[config.mk]
export PLATFORM = sky130hd
export DESIGN_NAME = keypad_encoder
export DESIGN_NICKNAME = d
export VERILOG_FILES = /design/src/rtl/keypad_encoder.sv
export SDC_FILE = /design/constraint.sdc
export NUM_CORES = 1
export LEC_CHECK = 0
export ABC_AREA = 1
export CAP_MARGIN = 20
export CELL_PAD_IN_SITES_DETAIL_PLACEMENT = 0
export CELL_PAD_IN_SITES_GLOBAL_PLACEMENT = 1
export CORE_UTILIZATION = 44
export DETAILED_ROUTE_END_ITERATION = 10
export HOLD_SLACK_MARGIN = 0.02
export PLACE_DENSITY = 0.87
export SLEW_MARGIN = 15
export SYNTH_ARGS = -nofsm -noshare
export SYNTH_HDL_FRONTEND = slang
export SYNTH_SLANG_ARGS = --single-unit
[constraint.sdc]
create_clock -name clk -period 3.6 [get_ports clk]
set_input_delay 0.72 -clock clk [delete_from_list [all_inputs] [get_ports clk]]
set_output_delay 0.72 -clock clk [all_outputs]
set_load 0.01 [all_outputs]
[src/rtl/keypad_encoder.sv]
// Keypad front end for the countdown timer: synchronises and debounces ten digit
// buttons and emits one active-low load strobe carrying the BCD digit per press.
module keypad_encoder #(
    parameter int DEBOUNCE_CYCLES = 4,
    parameter int CNT_W           = 16
) (
    input  logic       clk,
    input  logic       clr,
    input  logic       enn,
    input  logic [9:0] keys,
    output logic [3:0] data,
    output logic       loadn,
    output logic       busy
);

    localparam logic [CNT_W-1:0] CNT_LAST = CNT_W'(DEBOUNCE_CYCLES - 1);

    typedef enum logic [1:0] {
        IDLE,
        DEBOUNCE,
        EMIT,
        WAIT_RELEASE
    } state_t;

    state_t           state_reg, state_next;
    logic [CNT_W-1:0] cnt_reg, cnt_next;
    logic [3:0]       cand_reg, cand_next;
    logic [3:0]       data_reg, data_next;
    logic             loadn_reg, loadn_next;
    logic [9:0]       sync1_reg, ks_reg;
    logic [9:0]       hit;
    logic [3:0]       enc;
    logic             any;

    always_ff @(posedge clk) begin
        if (clr) begin
            sync1_reg <= '0;
            ks_reg    <= '0;
        end else begin
            sync1_reg <= keys;
            ks_reg    <= sync1_reg;
        end
    end

    // One-hot of the lowest pressed key: simultaneous presses resolve downward.
    genvar gi;
    generate
        for (gi = 0; gi < 10; gi++) begin : g_hit
            if (gi == 0) begin : g_first
                assign hit[gi] = ks_reg[gi];
            end else begin : g_rest
                assign hit[gi] = ks_reg[gi] & ~(|ks_reg[gi-1:0]);
            end
        end
    endgenerate

    always_comb begin
        enc = 4'd0;
        for (int i = 0; i < 10; i++) begin
            if (hit[i]) begin
                enc = enc | 4'(i);
            end
        end
    end

    assign any = |ks_reg;

    always_ff @(posedge clk) begin
        if (clr) begin
            state_reg <= IDLE;
            cnt_reg   <= '0;
            cand_reg  <= 4'd0;
            data_reg  <= 4'd0;
            loadn_reg <= 1'b1;
        end else begin
            state_reg <= state_next;
            cnt_reg   <= cnt_next;
            cand_reg  <= cand_next;
            data_reg  <= data_next;
            loadn_reg <= loadn_next;
        end
    end

    // Outputs are computed for the state being entered, so loadn is low exactly
    // while the state register holds EMIT.
    always_comb begin
        state_next = state_reg;
        cnt_next   = cnt_reg;
        cand_next  = cand_reg;
        data_next  = data_reg;
        loadn_next = 1'b1;
        case (state_reg)
            IDLE: begin
                if (any && !enn) begin
                    cand_next  = enc;
                    cnt_next   = '0;
                    state_next = DEBOUNCE;
                end
            end
            DEBOUNCE: begin
                if (!any || enn) begin
                    state_next = IDLE;
                end else if (enc != cand_reg) begin
                    cand_next = enc;
                    cnt_next  = '0;
                end else if (cnt_reg == CNT_LAST) begin
                    state_next = EMIT;
                    data_next  = cand_reg;
                    loadn_next = 1'b0;
                end else begin
                    cnt_next = cnt_reg + CNT_W'(1);
                end
            end
            EMIT: begin
                state_next = WAIT_RELEASE;
                cnt_next   = '0;
            end
            WAIT_RELEASE: begin
                if (any) begin
                    cnt_next = '0;
                end else if (cnt_reg == CNT_LAST) begin
                    state_next = IDLE;
                end else begin
                    cnt_next = cnt_reg + CNT_W'(1);
                end
            end
            default: begin
                state_next = IDLE;
            end
        endcase
    end

    assign data  = data_reg;
    assign loadn = loadn_reg;
    assign busy  = (state_reg != IDLE);

endmodule

Yosys cells after proc, flatten, opt, wreduce, memory -nomap -nowiden
Index checks and enable logic that the tools add are counted.
- input port bits: 13
- register bits: 47
- multiplexer cells: 27
- $add $sub $neg: 1
- bitwise gates (word level): 21
- reduce and logical (&&, ||, !) cells: 21
- equality and inequality tests: 12
- operators with widths (operator ; number):
    $mux 16 ; 5
    $pmux 16 s4 ; 1
    $mux 4 ; 5
    $add 16x1->16 const B ; 1
    $eq 16x2->1 const B ; 1
    $mux 2 ; 8
    $mux 3 ; 4
    $not 1->1 ; 12
    $ne 2x2->1 const B ; 5
    $reduce_or 10->1 ; 1
    $and 1x1->1 ; 9
    $reduce_or 9->1 ; 1
    $pmux 2 s4 ; 1
    $pmux 4 s2 ; 1
    $reduce_and 4->1 ; 2
    $reduce_or 4->1 ; 2
    $reduce_or 8->1 ; 1
    $reduce_or 7->1 ; 1
    $ne 3x3->1 const B ; 2
    $reduce_or 6->1 ; 1
    $reduce_and 5->1 ; 1
    $reduce_or 5->1 ; 1
    $eq 2x2->1 const B ; 2
    $ne 4x4->1 ; 1
    10 further kinds ; 13

Logic depth before layout (Yosys ltp)
- depth after elaboration: 15
- depth in mapped cells: 16
- gate-level depth less buffers: 16

Worst setup path before layout
No wires, ideal clock.
- path type: register to register
- start: register cnt_reg[0]
- end: register cnt_reg[10]
- cell stages (with the launch flop): 11
- setup time: 0.070 ns
- arrival: 1.596 ns
- slack: 1.933 ns
- buffers on the path: 0
- data required time: 3.530 ns
- cells stage by stage: dfxtp_1 ha_1 nand2_1 nor2_1 nand2_1 nor3_1 nand3_1 xor2_1 inv_1 nand3_1 a21oi_1
- longest elaborated chain between the ends: 5
- elaborated cells on any way between the ends: 7
- those cells by class: add/sub: 1; eq/ne: 1; mux: 5
- RTL lines (what ; RTL line ; source):
    from (decl) ; 26 ; logic [CNT_W-1:0] cnt_reg, cnt_next;
    from (signal assigned) ; 77 ; cnt_reg <= cnt_next;
    $add 16x1->16 / $eq 16x2->1 (equally long branches) ; - ;
    $mux 16 (*) ; 106, 121 ;
    $mux 16 ; 103 ; end else if (enc != cand_reg) begin
    $mux 16 ; 101 ; if (!any || enn) begin
    $pmux 16 s4 (*) ; 92 ; case (state_reg)
Every way passes the cells marked *; elsewhere a longest branch is shown, timed or not. The select of a mux whose other input is x is not followed.
A chain may end at the register's enable or synchronous reset.

Final worst setup path
- start: register state_reg[0]
- end: output port busy
- longest elaborated chain between the ends: 1
- RTL lines (what ; RTL line ; source):
    from (decl) ; 25 ; state_t state_reg, state_next;
    from (signal assigned) ; 76 ; state_reg <= state_next;
    $reduce_bool 2->1 ; 135 ; assign busy = (state_reg != IDLE);
    to (decl) ; 13 ; output logic busy
Every way passes these cells.

==> flow_summary.toml <==
[critical_path]
crit_path_start_kind = "flip-flop"
ff2ff_setup_slack_ns = 1.64
timing.rr.end = "cnt_reg[10]"
crit_type = "flip-flop to output pin"
reg2reg_depth = 10
reg2reg_from = "cnt_reg[0]"
cp.required_ns = 2.88
path_max_fanout = 7
crit_path_end_kind = "output pin"
crit_arrival_ns = 1.55

[layout]
fin_nets = 366
final.fill_count = 509
final_common_cell = "nor2_1"
layout-drive-gt1-share_pct = 9.92
fin_cells = 420
antenna_cells = 0
final_cell_mix = "nor2_1 (62), nand2_1 (56), inv_1 (54)"
area_delta_synth_final_pct = 15.5
largest_reg_flops = 16

[power]
combPwrFrac_pct = 13.2
clkPwrFrac_pct = 36.3
power_switching_share_pct = 26.3
p_int_uw = 801
powerDensity_nw_per_um2 = 409
seqPwrFrac_pct = 50.4
switchingPower_uw = 286
p_leak_nw = 1.20
peakVddDrop_v = 0.000185

[cts]
cts_tree = "done"
postCtsSetupBuffers = 0
cts_sinks = 47
max-clock-path-buffers = 2
clock_latency_ns = 0.30
cts_made_buffers = 5
root_buffer = "clkbuf_8"
postCtsHoldBufs = 0
postCtsResizedCells = 0
cts.reportedPaths.clkPinSlew_ns = 0.09
cts_max_level = 2

[route]
via_per_inst = 4.51
wl_mm = 3.95
detail_route.wl_per_cell_um = 9.41
drc = 0
num_vias = 1895
drt_iter0_markers = 151
drt-pass1-iter-count = 4
ant_nets = 0

[synthesis]
synth_edf_count = 0
synth_warnings = 0
netlist_instances = 332
postSynth.asyncResetShare_pct = 0
synth_area_um2 = 2300
synth_ff_type = "dfxtp_1"
synth_nets = 346
seq_area_frac_synth_pct = 40.9
synth_cell_types = 29
postSynthAreaPerCell_um2 = 6.93
synth_seq_cells = 47

[place]
io_buffers = 18
gp_congestion = 0.856
place_hpwl_mm = 2.94
dp.cells = 412

[timing]
fmax_mhz = 441
setup_tns_ns = 0
fin_worst_skew_ns = 0.00582
setup_viol = 0
max-slew-margin-rel_pct = 61.1
hold_viol = 0
slew_viol_final = 0
rsz0062_at_grt = "false"
finalCriticalPeriod_ns = 2.27
min_period_over_period_pct = 63.0
tightest_slew_ns = 0.582

[die]
die_y_um = 74.3
coreArea_um2 = 4880
dieWidth_um = 74.3
row_count = 25
dieArea_um2 = 5520
start_util_pct = 47.1
pin_count = 19

[flow_run]
maxCapViolCount = 0

[worst_hold_path]
hold_end = "ks_reg[6]"
min_path_cells = 2
min-delay-start = "sync1_reg[6]"
hp-class = "flip-flop to flip-flop"

[global_route]
grtUsageMet1_pct = 22.2
grt_busiest_layer = "met2"
grt_pass1_wl_mm = 6.77
track_usage_pct = 16.1
grt_max_degree = 20
globalRouteOverflowTotal = 0
antenna_found_initial = 0
grt_pass1_vias = 1560
gr-usage-met3_pct = 4.47
grt_use_met2_pct = 24.5

[status]
outcome = "finished clean"
[cells by family after synthesis]
| logic type | synth area share (%) |
|---|---|
| muxes | 0.490 |
| xor gates and xnor gates | 4.19 |
| adders and majority gates | 0.544 |
| buffers and inverters | 11.4 |
| and+or+nand+nor | 37.4 |
| DFF | 40.9 |
| AOI/OAI and AO/OA | 5.11 |
[worst max-delay path, cell delays in order, from the launching register on]
cell and delay (ns):
dfxtp_1 0.41, inv_1 0.17, nand2_1 0.12, clkdlybuf4s50_1 0.54
[power groups by stage]
stage | Clock, mW | Sequential [mW] | Combinational (mW)
6_report | 0.395 | 0.548 | 0.144
5_1_grt | 0.427 | 0.551 | 0.164
4_1_cts | 0.409 | 0.549 | 0.146
3_5_place_dp | 0 | 0.561 | 0.145
3_3_place_gp | 0 | 0.560 | 0.144
2_1_floorplan | 0 | 0.557 | 0.112
[worst max-delay path by stage]
stage / startpoint / to
final: state_reg[0] / busy
after global routing: flip-flop / busy
after CTS: flip-flop / busy
after detailed placement: clr / data[1]
after global placement: clr / data[0]
after floorplan: cnt_reg[0] / cnt_reg[10]
[cells in the mapped netlist, types with 2 or more instances]
| library cell | instances | area, um^2 |
|---|---|---|
| a21oi_1 | 16 | 80.1 |
| clkbuf_1 | 4 | 15.0 |
| clkinv_1 | 2 | 7.51 |
| dfxtp_1 | 47 | 941 |
| inv_1 | 54 | 203 |
| inv_2 | 2 | 7.51 |
| inv_4 | 2 | 12.5 |
| nand2_1 | 56 | 210 |
| nand2_2 | 5 | 31.3 |
| nand2_4 | 6 | 67.6 |
| nand3_1 | 30 | 150 |
| nand3_2 | 3 | 30.0 |
| nand3b_1 | 4 | 30.0 |
| nand4_1 | 4 | 25.0 |
| nor2_1 | 62 | 233 |
| nor2_2 | 4 | 25.0 |
| nor3_1 | 6 | 30.0 |
| o21ai_0 | 2 | 10.0 |
| o21ai_1 | 4 | 20.0 |
| xor2_1 | 10 | 87.6 |
[final cells by class]
class | count | area [um^2] | area share, %
Clock buffer | 5 | 68.8 | 2.59
Multi-Input combinational cell | 219 | 1100 | 41.3
Tap cell | 67 | 83.8 | 3.16
Sequential cell | 47 | 941 | 35.4
Timing Repair Buffer | 19 | 188 | 7.07
Clock inverter | 3 | 47.5 | 1.79
Inverter | 60 | 230 | 8.67
[layer usage]
| metal | wire length (um) | vias up |
|---|---|---|
| met5 | 0 | - |
| met4 | 42 | 0 |
| li1 | - | 1055 |
| met3 | 163 | 5 |
| met1 | 2120 | 800 |
| met2 | 1630 | 35 |
[per-stage QoR]
| stage | setup WS (ns) | util (%) | power [mW] | instance area [um^2] | hold WS (ns) |
|---|---|---|---|---|---|
| after floorplan | 1.93 | - | 0.669 | 2300 | 0.388 |
| after global placement | 1.26 | 52.1 | 0.705 | 2540 | 0.391 |
| after detailed placement | 1.24 | 52.1 | 0.706 | 2540 | 0.394 |
| after CTS | 1.33 | 54.4 | 1.10 | 2660 | 0.403 |
| after global routing | 1.23 | 54.4 | 1.14 | 2660 | 0.423 |
| final | 1.33 | 54.4 | 1.09 | 2660 | 0.401 |
No activity file was read; power rests on OpenSTA's default activity.
